$ cat src/rtl/bin2bcd_seq_if.sv
`default_nettype none
// +------------------------------------------------------------------+
// | bin2bcd_seq_if : handshake bundle for the iterative BCD converter |
// | Rev 1.0 - initial release                                         |
// +------------------------------------------------------------------+
interface bin2bcd_seq_if #(
  parameter int DECLEN = 9,
  parameter int BINLEN = 30
);
  logic                  in_valid;
  logic                  in_ready;
  logic [BINLEN-1:0]     BIN;
  logic                  out_valid;
  logic                  out_ready;
  logic [DECLEN*4-1:0]   BCD;
  logic                  ovf;
  logic                  busy;

  modport master (
    output in_valid, BIN, out_ready,
    input  in_ready, out_valid, BCD, ovf, busy
  );

  modport slave (
    input  in_valid, BIN, out_ready,
    output in_ready, out_valid, BCD, ovf, busy
  );
endinterface
`default_nettype wire

$ cat src/rtl/bin2bcd_seq.sv
`default_nettype none
// +------------------------------------------------------------------+
// | bin2bcd_seq : one-bit-per-clock double-dabble BCD converter       |
// | Rev 1.0 - initial release                                         |
// +------------------------------------------------------------------+
module bin2bcd_seq #(
  parameter int DECLEN = 9,
  parameter int BINLEN = 30
) (
  input  logic          clk,
  input  logic          rst_n,
  bin2bcd_seq_if.slave  bus
);

  localparam int c_DW = 4 * DECLEN;
  localparam int c_CW = (BINLEN > c_DW) ? BINLEN : c_DW;
  localparam int c_NW = $clog2(BINLEN + 1);

  // 10**DECLEN always fits in 4*DECLEN bits, so c_CW holds both operands.
  function automatic logic [c_CW-1:0] f_pow10(input int n);
    logic [c_CW-1:0] p;
    p = c_CW'(1);
    for (int k = 0; k < n; k++) p = (p << 3) + (p << 1);
    return p;
  endfunction

  localparam logic [c_CW-1:0] c_POW10 = f_pow10(DECLEN);

  typedef enum logic [1:0] {
    IDLE  = 2'd0,
    SHIFT = 2'd1,
    DONE  = 2'd2
  } state_t;

  state_t              r_state;
  state_t              w_next;
  logic [BINLEN-1:0]   r_opnd;
  logic [c_DW-1:0]     r_acc;
  logic [c_NW-1:0]     r_cnt;
  logic                r_ovf_cap;
  logic [c_DW-1:0]     r_bcd;
  logic                r_ovf;
  logic [c_DW-1:0]     w_adj;
  logic [c_DW-1:0]     w_acc_sh;
  logic                w_ovf;

  // When 10**DECLEN >= 2**BINLEN this compare folds to constant 0.
  assign w_ovf = (c_CW'(bus.BIN) >= c_POW10);

  always_comb begin
    w_adj = r_acc;
    for (int k = 0; k < DECLEN; k++) begin
      if (r_acc[4*k +: 4] > 4'd4) w_adj[4*k +: 4] = r_acc[4*k +: 4] + 4'd3;
    end
  end

  assign w_acc_sh = {w_adj[c_DW-2:0], r_opnd[BINLEN-1]};

  always_comb begin
    w_next = r_state;
    case (r_state)
      IDLE:    if (bus.in_valid) w_next = SHIFT;
      SHIFT:   if (r_cnt == c_NW'(1)) w_next = DONE;
      DONE:    if (bus.out_ready) w_next = IDLE;
      default: w_next = IDLE;
    endcase
  end

  always_ff @(posedge clk or negedge rst_n) begin
    if (!rst_n) begin
      r_state   <= IDLE;
      r_opnd    <= '0;
      r_acc     <= '0;
      r_cnt     <= '0;
      r_ovf_cap <= 1'b0;
      r_bcd     <= '0;
      r_ovf     <= 1'b0;
    end else begin
      r_state <= w_next;
      case (r_state)
        IDLE: begin
          if (bus.in_valid) begin
            r_opnd    <= bus.BIN;
            r_acc     <= '0;
            r_cnt     <= c_NW'(BINLEN);
            r_ovf_cap <= w_ovf;
          end
        end
        SHIFT: begin
          r_acc  <= w_acc_sh;
          r_opnd <= {r_opnd[BINLEN-2:0], 1'b0};
          r_cnt  <= r_cnt - c_NW'(1);
          // Published outputs change only here, so they stay put outside DONE.
          if (r_cnt == c_NW'(1)) begin
            r_bcd <= w_acc_sh;
            r_ovf <= r_ovf_cap;
          end
        end
        default: ;
      endcase
    end
  end

  assign bus.in_ready  = (r_state == IDLE);
  assign bus.busy      = (r_state == SHIFT);
  assign bus.out_valid = (r_state == DONE);
  assign bus.BCD       = r_bcd;
  assign bus.ovf       = r_ovf;

endmodule
`default_nettype wire
$ cat src/flat_wrapper.sv
// flat-port wrapper written by rule: the top's interface ports become plain ports
module bin2bcd_seq_flat 
#(
  parameter int DECLEN = 9,
  parameter int BINLEN = 30
)
  (clk, rst_n, bus_in_valid, bus_BIN, bus_out_ready, bus_in_ready, bus_out_valid, bus_BCD, bus_ovf, bus_busy);
  bin2bcd_seq_if #(.DECLEN(DECLEN), .BINLEN(BINLEN)) bus_i ();
  input  logic clk;
  input  logic rst_n;
  input wire logic [$bits(bus_i.in_valid)-1:0] bus_in_valid;
  input wire logic [$bits(bus_i.BIN)-1:0] bus_BIN;
  input wire logic [$bits(bus_i.out_ready)-1:0] bus_out_ready;
  output wire logic [$bits(bus_i.in_ready)-1:0] bus_in_ready;
  output wire logic [$bits(bus_i.out_valid)-1:0] bus_out_valid;
  output wire logic [$bits(bus_i.BCD)-1:0] bus_BCD;
  output wire logic [$bits(bus_i.ovf)-1:0] bus_ovf;
  output wire logic [$bits(bus_i.busy)-1:0] bus_busy;
  assign bus_i.in_valid = bus_in_valid;
  assign bus_i.BIN = bus_BIN;
  assign bus_i.out_ready = bus_out_ready;
  assign bus_in_ready = bus_i.in_ready;
  assign bus_out_valid = bus_i.out_valid;
  assign bus_BCD = bus_i.BCD;
  assign bus_ovf = bus_i.ovf;
  assign bus_busy = bus_i.busy;
  bin2bcd_seq #(.DECLEN(DECLEN), .BINLEN(BINLEN)) u_core (.clk(clk), .rst_n(rst_n), .bus(bus_i));
endmodule
$ cat config.mk
export PLATFORM = sky130hd
export DESIGN_NAME = bin2bcd_seq_flat
export DESIGN_NICKNAME = d
export VERILOG_FILES = /design/src/rtl/bin2bcd_seq_if.sv /design/src/rtl/bin2bcd_seq.sv /design/src/flat_wrapper.sv
export SDC_FILE = /design/constraint.sdc
export NUM_CORES = 1
export LEC_CHECK = 0
export ABC_AREA = 1
export CAP_MARGIN = 10
export CORE_ASPECT_RATIO = 2
export CORE_MARGIN = 2
export CORE_UTILIZATION = 37
export CTS_CLUSTER_DIAMETER = 80
export DETAILED_ROUTE_END_ITERATION = 16
export PLACE_DENSITY_LB_ADDON = 0.2
export SETUP_SLACK_MARGIN = 0.15
export SYNTH_ARGS = -nofsm -noshare
export SYNTH_HDL_FRONTEND = slang
export SYNTH_SLANG_ARGS = --single-unit
export TNS_END_PERCENT = 1
$ cat constraint.sdc
create_clock -name clk -period 1.9 [get_ports clk]
set_input_delay 0.285 -clock clk [delete_from_list [all_inputs] [get_ports clk]]
set_output_delay 0.285 -clock clk [all_outputs]
set_load 0.005 [all_outputs]
* Word-level counts from Yosys, hierarchy flattened
Cells that the tools add are included.
Word-level totals: register bits 111, input bits 34, output and inout bits 40, logic and storage cells 58
Operators by class: add/subtract/negate cells 10, $lt $le $gt $ge 10, equality and inequality tests 6, multiplexer cells 19, reduce and logical (&&, ||, !) cells 6
Operators with widths (count):
- 36-bit one-hot mux with 2 select lines | 1
- 30-bit one-hot mux with 2 select lines | 1
- 4-bit by 3-bit greater-than comparator with 1-bit output (second input constant) | 9
- 36-bit 2-to-1 mux | 1
- 4-bit by 2-bit adder with 4-bit output (second input constant) | 8
- 4-bit 2-to-1 mux | 8
- 30-bit >= comparator (second input constant) | 1
- 30-bit 2-to-1 mux | 1
- 5-bit one-hot mux with 2 select lines | 1
- 2-bit 2-to-1 mux | 3
- 2-bit one-hot mux with 3 select lines | 1
- 2-bit AND reduction | 3
- 5-bit by 1-bit == test with 1-bit output (second input constant) | 1
- 5-bit 2-to-1 mux | 1
- 5-bit by 1-bit subtractor with 5-bit output (second input constant) | 1
- 2-bit inequality test (second input constant) | 2
- 3-bit by 2-bit adder with 3-bit output (second input constant) | 1
- 3-bit 2-to-1 mux | 1
- 3-bit AND reduction | 1
- 2-bit by 1-bit == test with 1-bit output (second input constant) | 1
- 2-bit == test (second input constant) | 1
- 2-bit logical NOT | 1
- 2-bit by 1-bit inequality test with 1-bit output (second input constant) | 1
- 2-bit nonzero test | 1

* Depth between registers and ports, before layout
Gate-level depths: netlist of the first run.
depth in word-level cells 3, mapped depth 9, mapped depth without buffers 9

* Least setup slack after synthesis of the first run
No wires, ideal clock.
path type flip-flop to flip-flop, from reg u_core.r_cnt[1], to reg u_core.r_bcd[10] (netlist: u_core.bus.BCD[10]), library setup time 0.132 ns, data arrival time 1.231 ns, required time 1.768 ns, slack 0.536 ns, cell stages (with the launch flop) 10, buffers on the path 2, clock period less this slack 1.364 ns, path through dfrtp_1 inv_1 ha_1 nand3_1 nor2_1 inv_2 buf_6 buf_2 nand2_1 o21ai_1
On the way: longest elaborated chain between the ends 2
Ends and longest elaborated chain:
- from (decl) | RTL line bin2bcd_seq.sv:39 | logic [c_NW-1:0] r_cnt;
- from (signal assigned) | RTL line bin2bcd_seq.sv:85 | r_cnt <= c_NW'(BINLEN);
- from (signal assigned) | RTL line bin2bcd_seq.sv:92 | r_cnt <= r_cnt - c_NW'(1);
- 5-bit by 1-bit == test with 1-bit output | RTL line bin2bcd_seq.sv:94 | if (r_cnt == c_NW'(1)) begin
- 2-bit AND reduction (no source line)
- to (signal assigned) | RTL line bin2bcd_seq.sv:95 | r_bcd <= w_acc_sh;
- to (decl) | RTL line bin2bcd_seq.sv:41 | logic [c_DW-1:0] r_bcd;
No other way between the ends. A chain may end at the register's enable or synchronous reset.

* Final worst setup path of the first run
from reg u_core.r_state[1], to out bus_in_ready
On the way: longest elaborated chain between the ends 1
Ends and longest elaborated chain:
- from (decl) | RTL line bin2bcd_seq.sv:35 | state_t r_state;
- from (signal assigned) | RTL line bin2bcd_seq.sv:79 | r_state <= w_next;
- 2-bit logical NOT | RTL line bin2bcd_seq.sv:104 | assign bus.in_ready = (r_state == IDLE);
- to (decl) | RTL line flat_wrapper.sv:14 | output wire logic [$bits(bus_i.in_ready)-1:0] bus_in_ready;
No other way between the ends.

==> impl_results.html, run 1 <==
<table>
<tr><th>Metric</th><th>Value</th></tr>
<tr><th colspan="2">Timing</th></tr>
<tr><td>Post-layout minimum cycle time</td><td>about 1.7 ns</td></tr>
<tr><td>Worst-case setup margin in the final layout</td><td>between 0.15 and 0.2 ns</td></tr>
<tr><td>Final worst clock skew</td><td>between 0.008 and 0.009 ns</td></tr>
<tr><td>Final total negative setup slack</td><td>0 ns</td></tr>
<tr><td>Actual slew at the worst max-slew pin</td><td>0.3394 ns</td></tr>
<tr><td>Final slew viol count</td><td>0</td></tr>
<tr><td>RSZ-0062 raised after global routing</td><td>true</td></tr>
<tr><td>Max frequency</td><td>0.5783 GHz</td></tr>
<tr><td>Final setup vio count</td><td>0</td></tr>
<tr><td>Max_slew headroom</td><td>0.7718</td></tr>
<tr><td>Crit share post-route</td><td>0.9101</td></tr>
<tr><td>Worst hold slack</td><td>0.3165 ns</td></tr>
<tr><td>Number of failing hold endpoints at the final stage</td><td>0</td></tr>
<tr><th colspan="2">Finish</th></tr>
<tr><td>Antenna diode count</td><td>0</td></tr>
<tr><td>Footprint of the multi-input gates</td><td>1952 um2</td></tr>
<tr><td>Cell area after layout</td><td>6486 um2</td></tr>
<tr><td>Net count of the finished layout</td><td>720</td></tr>
<tr><td>Ratio of cells with drive above 1 in the final layout</td><td>0.06038</td></tr>
<tr><td>Layout Area Growth over Synthesis</td><td>24.29%</td></tr>
<tr><td>Filler cell count</td><td>1382</td></tr>
<tr><td>Most common library cell in the layout ignoring fill and taps</td><td>sky130_fd_sc_hd__nand2_1</td></tr>
<tr><td>Area used by sequential logic in the layout</td><td>~2800 um2</td></tr>
<tr><td>Leading cell types in the layout, fill and taps excluded</td><td>sky130_fd_sc_hd__nand2_1, sky130_fd_sc_hd__dfrtp_1, sky130_fd_sc_hd__inv_1, sky130_fd_sc_hd__clkdlybuf4s50_1, sky130_fd_sc_hd__o21ai_0</td></tr>
<tr><th colspan="2">Global routing</th></tr>
<tr><td>Via count of the first global-routing pass</td><td>4267</td></tr>
<tr><td>Total GRT Usage</td><td>0.1612</td></tr>
<tr><td>Number of antenna violations at the first check in global routing</td><td>0</td></tr>
<tr><td>First-pass GRT wire length</td><td>between 15000 and 20000 um</td></tr>
<tr><td>Maximum number of pins on one net before global-route repair</td><td>just over 60</td></tr>
<tr><td>Global route overflow</td><td>0</td></tr>
<tr><th colspan="2">Clock tree</th></tr>
<tr><td>Buffers from clock root to sink, at most</td><td>2</td></tr>
<tr><td>Clock transition at the registers of the reported paths</td><td>0.08 ns</td></tr>
<tr><td>Inserted Clock Buffers</td><td>9</td></tr>
<tr><td>Root buffer cell</td><td>sky130_fd_sc_hd__clkbuf_16</td></tr>
<tr><td>Number of clock sinks</td><td>111</td></tr>
<tr><td>Latest clock arrival within the worst-skew pair</td><td>0.35 ns</td></tr>
<tr><td>Clock tree from TritonCTS</td><td>yes</td></tr>
<tr><td>Count of H-tree levels built during CTS</td><td>3</td></tr>
<tr><th colspan="2">Detailed routing</th></tr>
<tr><td>Total vias in the final route</td><td>4264</td></tr>
<tr><td>Drc violations</td><td>0</td></tr>
<tr><td>Wire length per cell after detailed routing</td><td>13.04 um</td></tr>
<tr><td>Via density</td><td>about 5</td></tr>
<tr><td>Total wire length after detailed routing</td><td>11320 um</td></tr>
<tr><td>Post-detailed-route count of antenna-violating nets</td><td>0</td></tr>
<tr><td>First DRT Iteration DRCs</td><td>approximately 160</td></tr>
<tr><td>Number of detailed-routing iterations run before antenna repair</td><td>4</td></tr>
<tr><th colspan="2">Power and ir drop</th></tr>
<tr><td>Total power per unit cell area</td><td>1775 nW/um2</td></tr>
<tr><td>Sequential group share of total power</td><td>0.356</td></tr>
<tr><td>Net switching fraction of the power</td><td>0.4053</td></tr>
<tr><td>Total net switching power</td><td>4.667 mW</td></tr>
<tr><td>Int Power</td><td>6.847 mW</td></tr>
<tr><td>Relative contribution of combinational cells to total power</td><td>0.486</td></tr>
<tr><td>Overall power consumption</td><td>11.51 mW</td></tr>
<tr><td>Pleak</td><td>3.135 nW</td></tr>
<tr><td>Part of the total power dissipated in the clock network</td><td>0.158</td></tr>
<tr><td>Peak supply drop</td><td>0.5829 mV</td></tr>
<tr><th colspan="2">Placed design</th></tr>
<tr><td>GPL Wtd Cong</td><td>between 0.7 and 0.8</td></tr>
<tr><td>Number of buffers added on ports</td><td>between 70 and 80</td></tr>
<tr><td>Post-detail-place hpwl</td><td>8138 um</td></tr>
<tr><td>Cell area after placement</td><td>6166 um2</td></tr>
<tr><td>DP Worst Slack</td><td>0.3315 ns</td></tr>
<tr><th colspan="2">Die</th></tr>
<tr><td>Top Ports</td><td>74</td></tr>
<tr><td>Total die area</td><td>15130 um2</td></tr>
<tr><td>Floorplan die width</td><td>87.98 um</td></tr>
<tr><td>Die span in y</td><td>172.0 um</td></tr>
<tr><td>Initial Util</td><td>0.3778</td></tr>
<tr><td>Site row count</td><td>61</td></tr>
<tr><td>Area of the core</td><td>about 14000 um2</td></tr>
<tr><th colspan="2">Yosys</th></tr>
<tr><td>Cell Area, Synth</td><td>5219 um2</td></tr>
<tr><td>Post-synth EDFFs</td><td>0</td></tr>
<tr><td>Most used flip-flop cell after synthesis</td><td>sky130_fd_sc_hd__dfrtp_1</td></tr>
<tr><td>FFs w/ async S/R, synth</td><td>1.000</td></tr>
<tr><td>Number of nets produced by synthesis</td><td>648</td></tr>
<tr><td>FF+latch count, synth</td><td>111</td></tr>
<tr><td>Post-Syn Area per Cell</td><td>8.669 um2</td></tr>
<tr><td>Sequential element share of the synthesized area</td><td>0.5322</td></tr>
<tr><td>Post-synthesis instance total</td><td>602</td></tr>
<tr><td>Number of warnings reported in the yosys synthesis log</td><td>0</td></tr>
<tr><td>Synth unique cells</td><td>23</td></tr>
<tr><th colspan="2">Run</th></tr>
<tr><td>Maxcap violations</td><td>0</td></tr>
<tr><th colspan="2">Worst setup path</th></tr>
<tr><td>Largest fanout on the critical path</td><td>2</td></tr>
<tr><td>Type of destination of the critical path</td><td>primary output</td></tr>
<tr><td>Critical setup path kind</td><td>flop to primary output</td></tr>
<tr><td>Category of the worst setup path launch point</td><td>flop</td></tr>
<tr><td>Data arrival time of the critical path</td><td>approximately 1.4 ns</td></tr>
<tr><td>WP data required</td><td>1.62 ns</td></tr>
<tr><td>Length in cells of the worst reg-to-reg path</td><td>7</td></tr>
<tr><th colspan="2">Run status</th></tr>
<tr><td>Status</td><td>finished clean</td></tr>
<tr><th colspan="2">Min path</th></tr>
<tr><td>Hold Crit Class</td><td>primary input to async pin</td></tr>
</table>
## metrics by stage
step	std cells	util
global route	868	0.4695
global placement	849	0.4463
floorplan	602	-
detailed placement	849	0.4463
finish	868	0.4695
CTS	868	0.4693
## cell usage after synthesis, types with 2 or more instances
library cell | n | share of area
sky130_fd_sc_hd__buf_2 | 10 | 0.0096
sky130_fd_sc_hd__o22ai_1 | 27 | 0.032
sky130_fd_sc_hd__xor2_1 | 11 | 0.018
sky130_fd_sc_hd__buf_6 | 8 | 0.017
sky130_fd_sc_hd__o21ai_1 | 37 | 0.035
sky130_fd_sc_hd__o211ai_1 | 29 | 0.042
sky130_fd_sc_hd__o31ai_1 | 9 | 0.013
sky130_fd_sc_hd__clkbuf_1 | 8 | 0.0058
sky130_fd_sc_hd__ha_1 | 12 | 0.029
sky130_fd_sc_hd__dfrtp_1 | 111 | 0.53
sky130_fd_sc_hd__nand4_1 | 2 | 0.0024
sky130_fd_sc_hd__nand3_1 | 8 | 0.0077
sky130_fd_sc_hd__nand2_2 | 3 | 0.0036
sky130_fd_sc_hd__nand2_1 | 161 | 0.12
sky130_fd_sc_hd__inv_2 | 3 | 0.0022
sky130_fd_sc_hd__o21ai_0 | 55 | 0.053
sky130_fd_sc_hd__buf_1 | 2 | 0.0014
sky130_fd_sc_hd__nor2_1 | 20 | 0.014
sky130_fd_sc_hd__inv_1 | 82 | 0.059
## state kept, by name (all words and copies together), names as in the netlist
register	cells
u_core.r_ovf_cap	1
u_core.r_state	2
u_core.bus.BCD	36
u_core.r_acc	36
u_core.bus.ovf	1
u_core.r_opnd	30
u_core.r_cnt	5
## final cells by class
cell class | instances | area share
well taps | 189 | 0.03646
clock inverters | 6 | 0.008295
multi-input cells | 378 | 0.3009
flip-flops and latches | 111 | 0.4284
inverters | 85 | 0.04958
repair buffers | 89 | 0.1410
clock buffers | 10 | 0.03530
## path summary, 6_finish.rpt
| kind | startpoint | to | slack (ns) |
|---|---|---|---|
| max | u_core.r_state[1] | bus_in_ready | 0.17 |
| min | rst_n | u_core.r_opnd[6] | 0.32 |
| max reg2reg | u_core.r_state[1] | u_core.r_opnd[23] | 0.31 |
| min reg2reg | u_core.bus.BCD[28] | u_core.bus.BCD[28] | 0.48 |
| max in group asynchronous | rst_n | u_core.r_acc[5] | 1.00 |
| min in group clk | u_core.bus.BCD[28] | u_core.bus.BCD[28] | 0.48 |
## cells by family (layout without fill, tap and decap cells)
logic type,Yosys count,count (layout),synth area share
buffers and inverters,113,190,0.09518
AND/OR/NAND/NOR,196,196,0.1462
XOR/XNOR,11,11,0.01846
AO/OA/AOI/OAI,159,159,0.1791
flip-flops,111,111,0.5322
adder cells (fa/ha/maj),12,12,0.02877
## timing repair
item | CTS | global route
hold endpoints to repair | 8 | 0
setup endpoints to repair | 3 | 2
pin swaps | 0 | 0
cloned | 0 | 0
resized for setup | 4 | 2
buffers inserted | 2 | 0
hold buffers | 1 | 0
## worst max-delay path: stages, from the launching register on
cell	delay [ns]
sky130_fd_sc_hd__dfrtp_1	0.42
sky130_fd_sc_hd__nor2_4	0.16
sky130_fd_sc_hd__clkdlybuf4s50_1	0.52
## metal layers
layer | track usage | vias up | share of wire
met2 | 0.2994 | 80 | 0.55
met1 | 0.1864 | 2051 | 0.41
met5 | 0 | - | 0
met3 | 0.02482 | 10 | 0.027
met4 | 0.04682 | 0 | 0.013
li1 | - | 2123 | -
## power groups by stage
stage	combinational [mW]	clock [mW]	sequential, mW
finish	5.60	1.82	4.10
global route	6.46	1.98	4.24
CTS	5.69	1.89	4.11
detailed placement	5.64	0	4.15
global placement	5.44	0	4.08
floorplan	3.84	0	4.04
(Power assumes the default switching activity.)
==> run 2, diff against run 1 <==
SLEW_MARGIN = 15   (was unset)
==> results of run 2 <==
Same layout as run 1: the final DEF is identical, and so are final timing and power.
